$ cat config.mk
export PLATFORM = sky130hd
export DESIGN_NAME = systolic_feed_ctrl
export DESIGN_NICKNAME = d
export VERILOG_FILES = /design/src/rtl/systolic_pkg.sv /design/src/rtl/systolic_feed_ctrl_skew.sv /design/src/rtl/systolic_feed_ctrl.sv
export SDC_FILE = /design/constraint.sdc
export NUM_CORES = 1
export LEC_CHECK = 0
export ABC_AREA = 1
export CAP_MARGIN = 10
export CORE_AREA = 5 5 157 129
export CTS_BUF_LIST = sky130_fd_sc_hd__clkbuf_4
export DETAILED_ROUTE_END_ITERATION = 16
export DIE_AREA = 0 0 162 134
export DONT_BUFFER_PORTS = 1
export GPL_TIMING_DRIVEN = 0
export HOLD_SLACK_MARGIN = 0.15
export PLACE_DENSITY = 0.75
export SLEW_MARGIN = 20
export SYNTH_ARGS = -nofsm -noshare
export SYNTH_HDL_FRONTEND = slang
export SYNTH_SLANG_ARGS = --single-unit
$ cat constraint.sdc
create_clock -name clk -period 1.3 [get_ports clk]
set_input_delay 0.39 -clock clk [delete_from_list [all_inputs] [get_ports clk]]
set_output_delay 0.39 -clock clk [all_outputs]
set_load 0.05 [all_outputs]
$ cat src/rtl/systolic_pkg.sv
// rtl/systolic_pkg.sv - shared types and helpers for the systolic array blocks
package systolic_pkg;

  localparam int DW_DEF = 32;

  typedef enum logic [1:0] {
    ST_IDLE  = 2'd0,
    ST_LOAD  = 2'd1,
    ST_DRAIN = 2'd2,
    ST_DONE  = 2'd3
  } state_t;

  // Width needed to index n items; never narrower than one bit.
  function automatic int clog2w(input int n);
    int w;
    w = 1;
    for (int k = 1; k < 31; k++)
      if ((1 << k) < n) w = k + 1;
    return w;
  endfunction

endpackage

$ cat src/rtl/systolic_feed_ctrl_skew.sv
// rtl/systolic_feed_ctrl_skew.sv - per-lane delay line, DEPTH word+valid stages
module skew_delay #(
  parameter int DEPTH = 1,
  parameter int DW    = 32
) (
  input  logic          clk,
  input  logic          rst,
  input  logic          clr,
  input  logic [DW-1:0] in_data,
  input  logic          in_vld,
  output logic [DW-1:0] out_data,
  output logic          out_vld
);

  generate
    if (DEPTH == 0) begin : g_pass
      // Lane 0 needs no skew; its input is already a register in the parent.
      assign out_data = in_data;
      assign out_vld  = in_vld;
    end else begin : g_dly
      logic [DW-1:0]    d_q [DEPTH];
      logic [DEPTH-1:0] v_q;

      always_ff @(posedge clk) begin
        if (rst || clr) begin
          v_q <= '0;
          for (int j = 0; j < DEPTH; j++) d_q[j] <= '0;
        end else begin
          d_q[0] <= in_data;
          v_q[0] <= in_vld;
          for (int j = 1; j < DEPTH; j++) begin
            d_q[j] <= d_q[j-1];
            v_q[j] <= v_q[j-1];
          end
        end
      end

      assign out_data = d_q[DEPTH-1];
      assign out_vld  = v_q[DEPTH-1];
    end
  endgenerate

endmodule

$ cat src/rtl/systolic_feed_ctrl.sv
// rtl/systolic_feed_ctrl.sv - reads N matrix rows and feeds them diagonally skewed
// into the systolic array, with clear, mode, abort and completion handshakes.
module systolic_feed_ctrl
  import systolic_pkg::*;
#(
  parameter int N     = 4,
  parameter int DW    = DW_DEF,
  parameter int FLUSH = 4
) (
  input  logic                   clk,
  input  logic                   rst,
  input  logic                   start,
  input  logic                   abort,
  input  logic                   mode_in,
  output logic                   rd_en,
  output logic [clog2w(N)-1:0]   rd_addr,
  input  logic [N*DW-1:0]        rd_data,
  output logic [N*DW-1:0]        x_out,
  output logic [N-1:0]           x_vld,
  output logic                   operation,
  output logic                   array_clr,
  output logic                   busy,
  output logic                   done
);

  localparam int AW = clog2w(N);
  localparam int CW = clog2w(2 * N + FLUSH + 2);

  state_t          state;
  logic [CW-1:0]   cyc;
  logic            rd_pend;
  logic [N*DW-1:0] cap_data;
  logic            cap_vld;

  always_ff @(posedge clk) begin
    if (rst) begin
      state     <= ST_IDLE;
      cyc       <= '0;
      rd_en     <= 1'b0;
      rd_addr   <= '0;
      rd_pend   <= 1'b0;
      operation <= 1'b0;
      array_clr <= 1'b0;
      busy      <= 1'b0;
      done      <= 1'b0;
    end else begin
      array_clr <= 1'b0;
      done      <= 1'b0;
      rd_pend   <= rd_en && !abort;
      if (abort && state != ST_IDLE) begin
        state   <= ST_IDLE;
        cyc     <= '0;
        rd_en   <= 1'b0;
        rd_addr <= '0;
        busy    <= 1'b0;
      end else begin
        case (state)
          ST_IDLE: begin
            if (start && !abort) begin
              state     <= ST_LOAD;
              cyc       <= '0;
              rd_en     <= 1'b1;
              rd_addr   <= '0;
              array_clr <= 1'b1;
              busy      <= 1'b1;
              operation <= mode_in;
            end
          end
          ST_LOAD: begin
            cyc <= cyc + CW'(1);
            if (cyc == CW'(N - 1)) begin
              state   <= ST_DRAIN;
              rd_en   <= 1'b0;
              rd_addr <= '0;
            end else begin
              rd_addr <= rd_addr + AW'(1);
            end
          end
          ST_DRAIN: begin
            cyc <= cyc + CW'(1);
            // cyc equals the job cycle number; the last flush cycle is 2N+FLUSH.
            if (cyc == CW'(2 * N + FLUSH)) begin
              state <= ST_DONE;
              done  <= 1'b1;
            end
          end
          ST_DONE: begin
            state <= ST_IDLE;
            cyc   <= '0;
            busy  <= 1'b0;
          end
          default: state <= ST_IDLE;
        endcase
      end
    end
  end

  // Row data arrives the cycle after the strobe; capture it zeroed when not requested.
  always_ff @(posedge clk) begin
    if (rst || abort) begin
      cap_data <= '0;
      cap_vld  <= 1'b0;
    end else begin
      cap_data <= rd_pend ? rd_data : '0;
      cap_vld  <= rd_pend;
    end
  end

  for (genvar i = 0; i < N; i++) begin : g_lane
    skew_delay #(.DEPTH(i), .DW(DW)) u_skew (
      .clk      (clk),
      .rst      (rst),
      .clr      (abort),
      .in_data  (cap_data[i*DW +: DW]),
      .in_vld   (cap_vld),
      .out_data (x_out[i*DW +: DW]),
      .out_vld  (x_vld[i])
    );
  end

endmodule

* Word-level counts from Yosys, hierarchy flattened
Memories as Yosys holds them, arrays and structs flattened.
Cells that the tools add are included.
** Storage, ports and cells
- Logic and storage cells :: 81
- Memories kept :: 3
- RAM bits :: 192
- Input port bits :: 133
- Bits in read-only memories :: 0
- Output and inout port bits :: 139
- Latch bits :: 0
- Bits in registers :: 149
** Cells by class
- $add $sub $neg :: 2
- Reductions and logical operators :: 20
- $lt $le $gt $ge :: 0
- Eq/ne operators :: 8
- Bitwise logic cells :: 9
- Divide/modulo/power cells :: 0
- Multiply operators :: 0
- Mux-type cells :: 25
- Shift-type cells :: 0
** Memories
- g_lane[3].u_skew.g_dly.d_q :: words 3, bits a word 32, rd ports 3, clocked after Yosys merged registers in 0, write ports 3, line systolic_feed_ctrl_skew.sv:21 : logic [DW-1:0] d_q [DEPTH];
- g_lane[2].u_skew.g_dly.d_q :: words 2, bits a word 32, rd ports 2, clocked after Yosys merged registers in 0, write ports 2, line systolic_feed_ctrl_skew.sv:21
- g_lane[1].u_skew.g_dly.d_q :: words 1, bits a word 32, rd ports 1, clocked after Yosys merged registers in 0, write ports 1, line systolic_feed_ctrl_skew.sv:21
** Operators with widths (count)
- $mux W32 :: 6
- $reduce_or A32 Y1 :: 1
- $pmux W4 S3 :: 1
- $mux W2 :: 5
- $reduce_and A3 Y1 :: 3
- $mux W1 :: 8
- $pmux W2 S4 :: 1
- $ne A2 B2 Y1 const B :: 3
- $reduce_bool A2 Y1 :: 3
- $reduce_or A2 Y1 :: 3
- $reduce_or A3 Y1 :: 2
- $or A1 B1 Y1 :: 5
- $add A4 B1 Y4 const B :: 1
- $eq A2 B2 Y1 const B :: 2
- $eq A4 B2 Y1 const B :: 1
- $eq A4 B4 Y1 const B :: 1
- $mux W4 :: 1
- $not A1 Y1 :: 4
- $pmux W1 S2 :: 2
- $pmux W2 S2 :: 1
- $reduce_and A2 Y1 :: 2
- $logic_and A1 B1 Y1 :: 3
- $add A2 B1 Y2 const B :: 1
- $eq A2 B1 Y1 const B :: 1
- other kinds (3) :: 3

* Logic depth before layout (Yosys ltp)
- Word-level depth :: 4
- Depth in mapped cells :: 8
- Mapped depth without buffers :: 8

* Cells and area by module
From an unflattened synthesis, not the netlist that was laid out.
** Second synthesis, totals
- Cells, all modules :: 1219
- Area, all modules :: 11282.1 um2
** By module, submodules not included
- systolic_feed_ctrl :: seq. area each 2862.7 um2, area each 4450.5 um2, cells an instance 499, times used 1
- skew_delay (g_lane[3].u_skew) :: seq. area each 1981.9 um2, area each 3066.7 um2, cells an instance 342, times used 1
- skew_delay (g_lane[2].u_skew) :: seq. area each 1321.3 um2, area each 2481.1 um2, cells an instance 240, times used 1
- skew_delay (g_lane[1].u_skew) :: seq. area each 660.6 um2, area each 1036.0 um2, cells an instance 105, times used 1
- skew_delay (g_lane[0].u_skew) :: seq. area each 0.0 um2, area each 247.7 um2, cells an instance 33, times used 1

* Worst setup path after synthesis
OpenSTA, ideal clock, no wires.
- Path kind :: register to register
- Start point :: register state[0]
- End point :: register busy
- Required time :: 1.241 ns
- Stages on the path, launching flop included :: 8
- Slack :: 0.059 ns
- Library setup time :: 0.059 ns
- Period minus slack after synthesis :: 1.241 ns
- Arrival :: 1.182 ns
- Buffers on the path :: 0
- Cell sequence :: dfxtp_1 -> inv_1 -> ha_1 -> inv_2 -> a21oi_4 -> inv_2 -> a21oi_1 -> o21a_1
** On the way
- Cells in the longest elaborated chain, start to end :: 3
- Elaborated cells between the ends (all ways) :: 9
- Those cells by class :: eq/ne: 2; mux: 1; reduce/logical: 6
** RTL lines
- from (decl) :: line systolic_feed_ctrl.sv:29 : state_t state;
- from (signal assigned) :: line systolic_feed_ctrl.sv:37 : state <= ST_IDLE;
- from (signal assigned) :: line systolic_feed_ctrl.sv:51 : state <= ST_IDLE;
- from (signal assigned) :: line systolic_feed_ctrl.sv:60 : state <= ST_LOAD;
- $eq A2 B2 Y1 (tied with other cells) :: line systolic_feed_ctrl.sv:57 : case (state)
- $reduce_bool A2 Y1 (no source line) (tied with other cells)
- $reduce_and A2 Y1 (no source line) / $reduce_or A2 Y1 (equally long branches)
- to (signal assigned) :: line systolic_feed_ctrl.sv:55 : busy <= 1'b0;
- to (signal assigned) :: line systolic_feed_ctrl.sv:65 : busy <= 1'b1;
- to (signal assigned) :: line systolic_feed_ctrl.sv:90 : busy <= 1'b0;
- to (decl) :: line systolic_feed_ctrl.sv:22 : output logic busy,
Parallel ways exist; a longest one is shown, timed or not.
A chain may end at the register's enable or synchronous reset.

==> flow_summary.toml <==
[outcome]
outcome = "finished with violations"
violations = "setup timing"

[routing]
routed_wirelength_mm = 26.5
ant_nets = 0
vias = 7569
firstDrtPassIters = 5
wl_per_cell_um = 15.5
drtIter0Drc = 332
drc = 0
viasPerCell = 4.44

[timing]
setup_tns_ps = -26440
hold_ws_ps = 235
fmaxAchievable_mhz = 654
tightest_slew_ps = 322
hold_viol = 0
final-setup-viol-count = 148
final.min_clock_period_ps = 1530
worst_slack_ps = -230
drv_slew = 0
maxSlewHeadroom = 0.785
rsz0062_at_grt = "yes"
fin_worst_skew_ps = 36.9
finalCritPeriodShare = 1.18

[clocking]
clkSlewWorstSetupHoldPaths_ps = 60
tritoncts = "built"
clk_latency_ps = 650
ctsLongestPathBuffers = 3
cts.sinks = 338
clock-root-buffer = "clkbuf_4"
numCtsBuffers = 80
cts_htree_levels = 3

[synth]
syn_inst = 1197
synthesis.nets = 1336
synth_cell_types = 20
ys_warn_count = 0
synth_area_um2 = 10700
synth_area_per_cell_um2 = 8.90
ys_ff_latch = 338
seq_area_frac_synth = 0.635

[grt]
grt_pass1_wl_mm = 40.1
grt_overflow_total = 0
grt_pass1_vias = 8111
track_usage = 0.235
antenna_found_initial = 3
grt_max_degree = 12

[critical_path]
critPathLaunchType = "register"
path_depth = 1
critical_path_class = "register to output pin"
arrival_ps = 1140
critPathMaxStageDelay_ps = 360
ff2ff_path_depth = 7
cp_num_buf_inv = 1
end_kind = "output pin"
crit_chain = "buf_8"
cp_top_family = "flip-flops"
slowest_stage = "dfxtp_2"
cp_max_fo = 1
worstPathRequired_ps = 910

[power]
irDropWorstVdd_uv = 1150
cellPowerDensity_nw_per_um2 = 1470
p_leak_nw = 6.29
totalPowerFinal_mw = 21.2

[finish]
synthToLayoutAreaGrowth_pct = 35.3
fin_cells = 1706
layout_commonest_cell = "nor2_1"
final_cell_mix = "336 x nor2_1, 332 x inv_1, 195 x dfxtp_1, 132 x dlygate4sd3_1, 116 x clkbuf_4"
fillers = 1053
drive_gt1_frac = 0.292
final_area_um2 = 14400
final_net_count = 1558

[job]
cap_violations = 0

[hold_path]
holdPathStages = 4
hp-class = "input port to register"

[placed_design]
hpwlAfterDp_mm = 13.3
gp_congestion = 0.785
place_area_um2 = 10900
port_buffers = 0
numPlacedInstances = 1432

[floorplanning]
io_pins = 272
initial_core_util = 0.573
fp.dieArea_um2 = 21700
die_w_um = 162
rows = 45
die_h_um = 134
core_area_um2 = 18600
## layout make-up
class / count / area [um2] / area share
diodes: 4 / 10.0 / 0.000694
inverters: 338 / 1270 / 0.0882
multi-input cells: 386 / 1640 / 0.113
clock inverters: 14 / 138 / 0.00955
repair buffers: 140 / 1390 / 0.0961
clock buffers: 116 / 871 / 0.0604
flip-flops and latches: 338 / 7050 / 0.489
plain buffers: 135 / 1770 / 0.123
well taps: 235 / 294 / 0.0204
## metrics by stage
stage	worst slack, ps	util
after floorplan	59.5	-
after global placement	-82.2	0.589
after CTS	-295	0.767
after global routing	-331	0.776
final	-230	0.776
after detailed placement	-78.9	0.589
## logic make-up (layout without fill, tap and decap cells)
group                      Yosys count  in the layout  synth area share
other                                0              4                 0
and+or+nand+nor                    368            368             0.131
buffers and inverters              473            743             0.217
DFF                                338            338             0.635
xor gates and xnor gates             1              1          0.000822
adders and majority gates            6              6           0.00705
AOI/OAI and AO/OA                   11             11           0.00869
## routing by layer
layer | track usage | part of all wire | vias up
li1 | - | - | 3665
met1 | 0.225 | 0.35 | 3489
met2 | 0.438 | 0.54 | 315
met3 | 0.0869 | 0.069 | 100
met4 | 0.125 | 0.048 | 0
met5 | 0 | 0 | -
## synth_stat cells (all sizes together)
library cell	instances	area, um2
a21oi	5	47.5
buf	135	1040
dfxtp	338	6770
ha	6	75.1
inv	338	1270
nand2	20	75.1
nand3	6	30.0
nand4	2	12.5
nor2	337	1270
nor3	3	15.0
o21a	1	7.51
o21ai	3	22.5
o21bai	2	15.0
xor2	1	8.76
## registers in the layout, summed over array words and instances (netlist names)
signal / flops
operation: 1
busy: 1
cap_data: 128
rd_addr: 2
state: 2
g_lane.u_skew.g_dly.v_q: 3
done: 1
g_lane.u_skew.g_dly.d_q: 192
rd_en: 1
rd_pend: 1
cyc: 4
cap_vld: 1
array_clr: 1
## path summary, 6_finish.rpt
| check | from | endpoint | slack [ps] |
|---|---|---|---|
| worst max register to register | state[0]$_SDFFE_PP0P_ | cyc[1]$_SDFFE_PP0P_ | -80 |
| worst max-delay path | g_lane[3].u_skew.g_dly.d_q[0][64]$_SDFF_PP0_ | x_out[96] | -230 |
| worst min register to register | g_lane[3].u_skew.g_dly.d_q[0][60]$_SDFF_PP0_ | g_lane[3].u_skew.g_dly.d_q[0][92]$_SDFF_PP0_ | 380 |
| worst min-delay path | rst | cap_data[79]$_SDFF_PP0_ | 240 |
## what timing repair did
item,CTS,global route
endpoints found under the setup margin,148,149
gates cloned,0,0
gates resized for setup,361,31
setup buffers,1,7
hold buffers,132,0
endpoints found under the hold margin,141,0
pin swaps,1,2
## power by group
group	switching (mW)	internal, mW	leakage [nW]	total [mW]
clock network	3.91	4.66	0.604	8.57
registers	0.239	10.5	2.81	10.7
logic	1.11	0.845	2.87	1.95
total	5.26	16.0	6.29	21.2
Note: power is estimated with default switching activity, not from simulation.
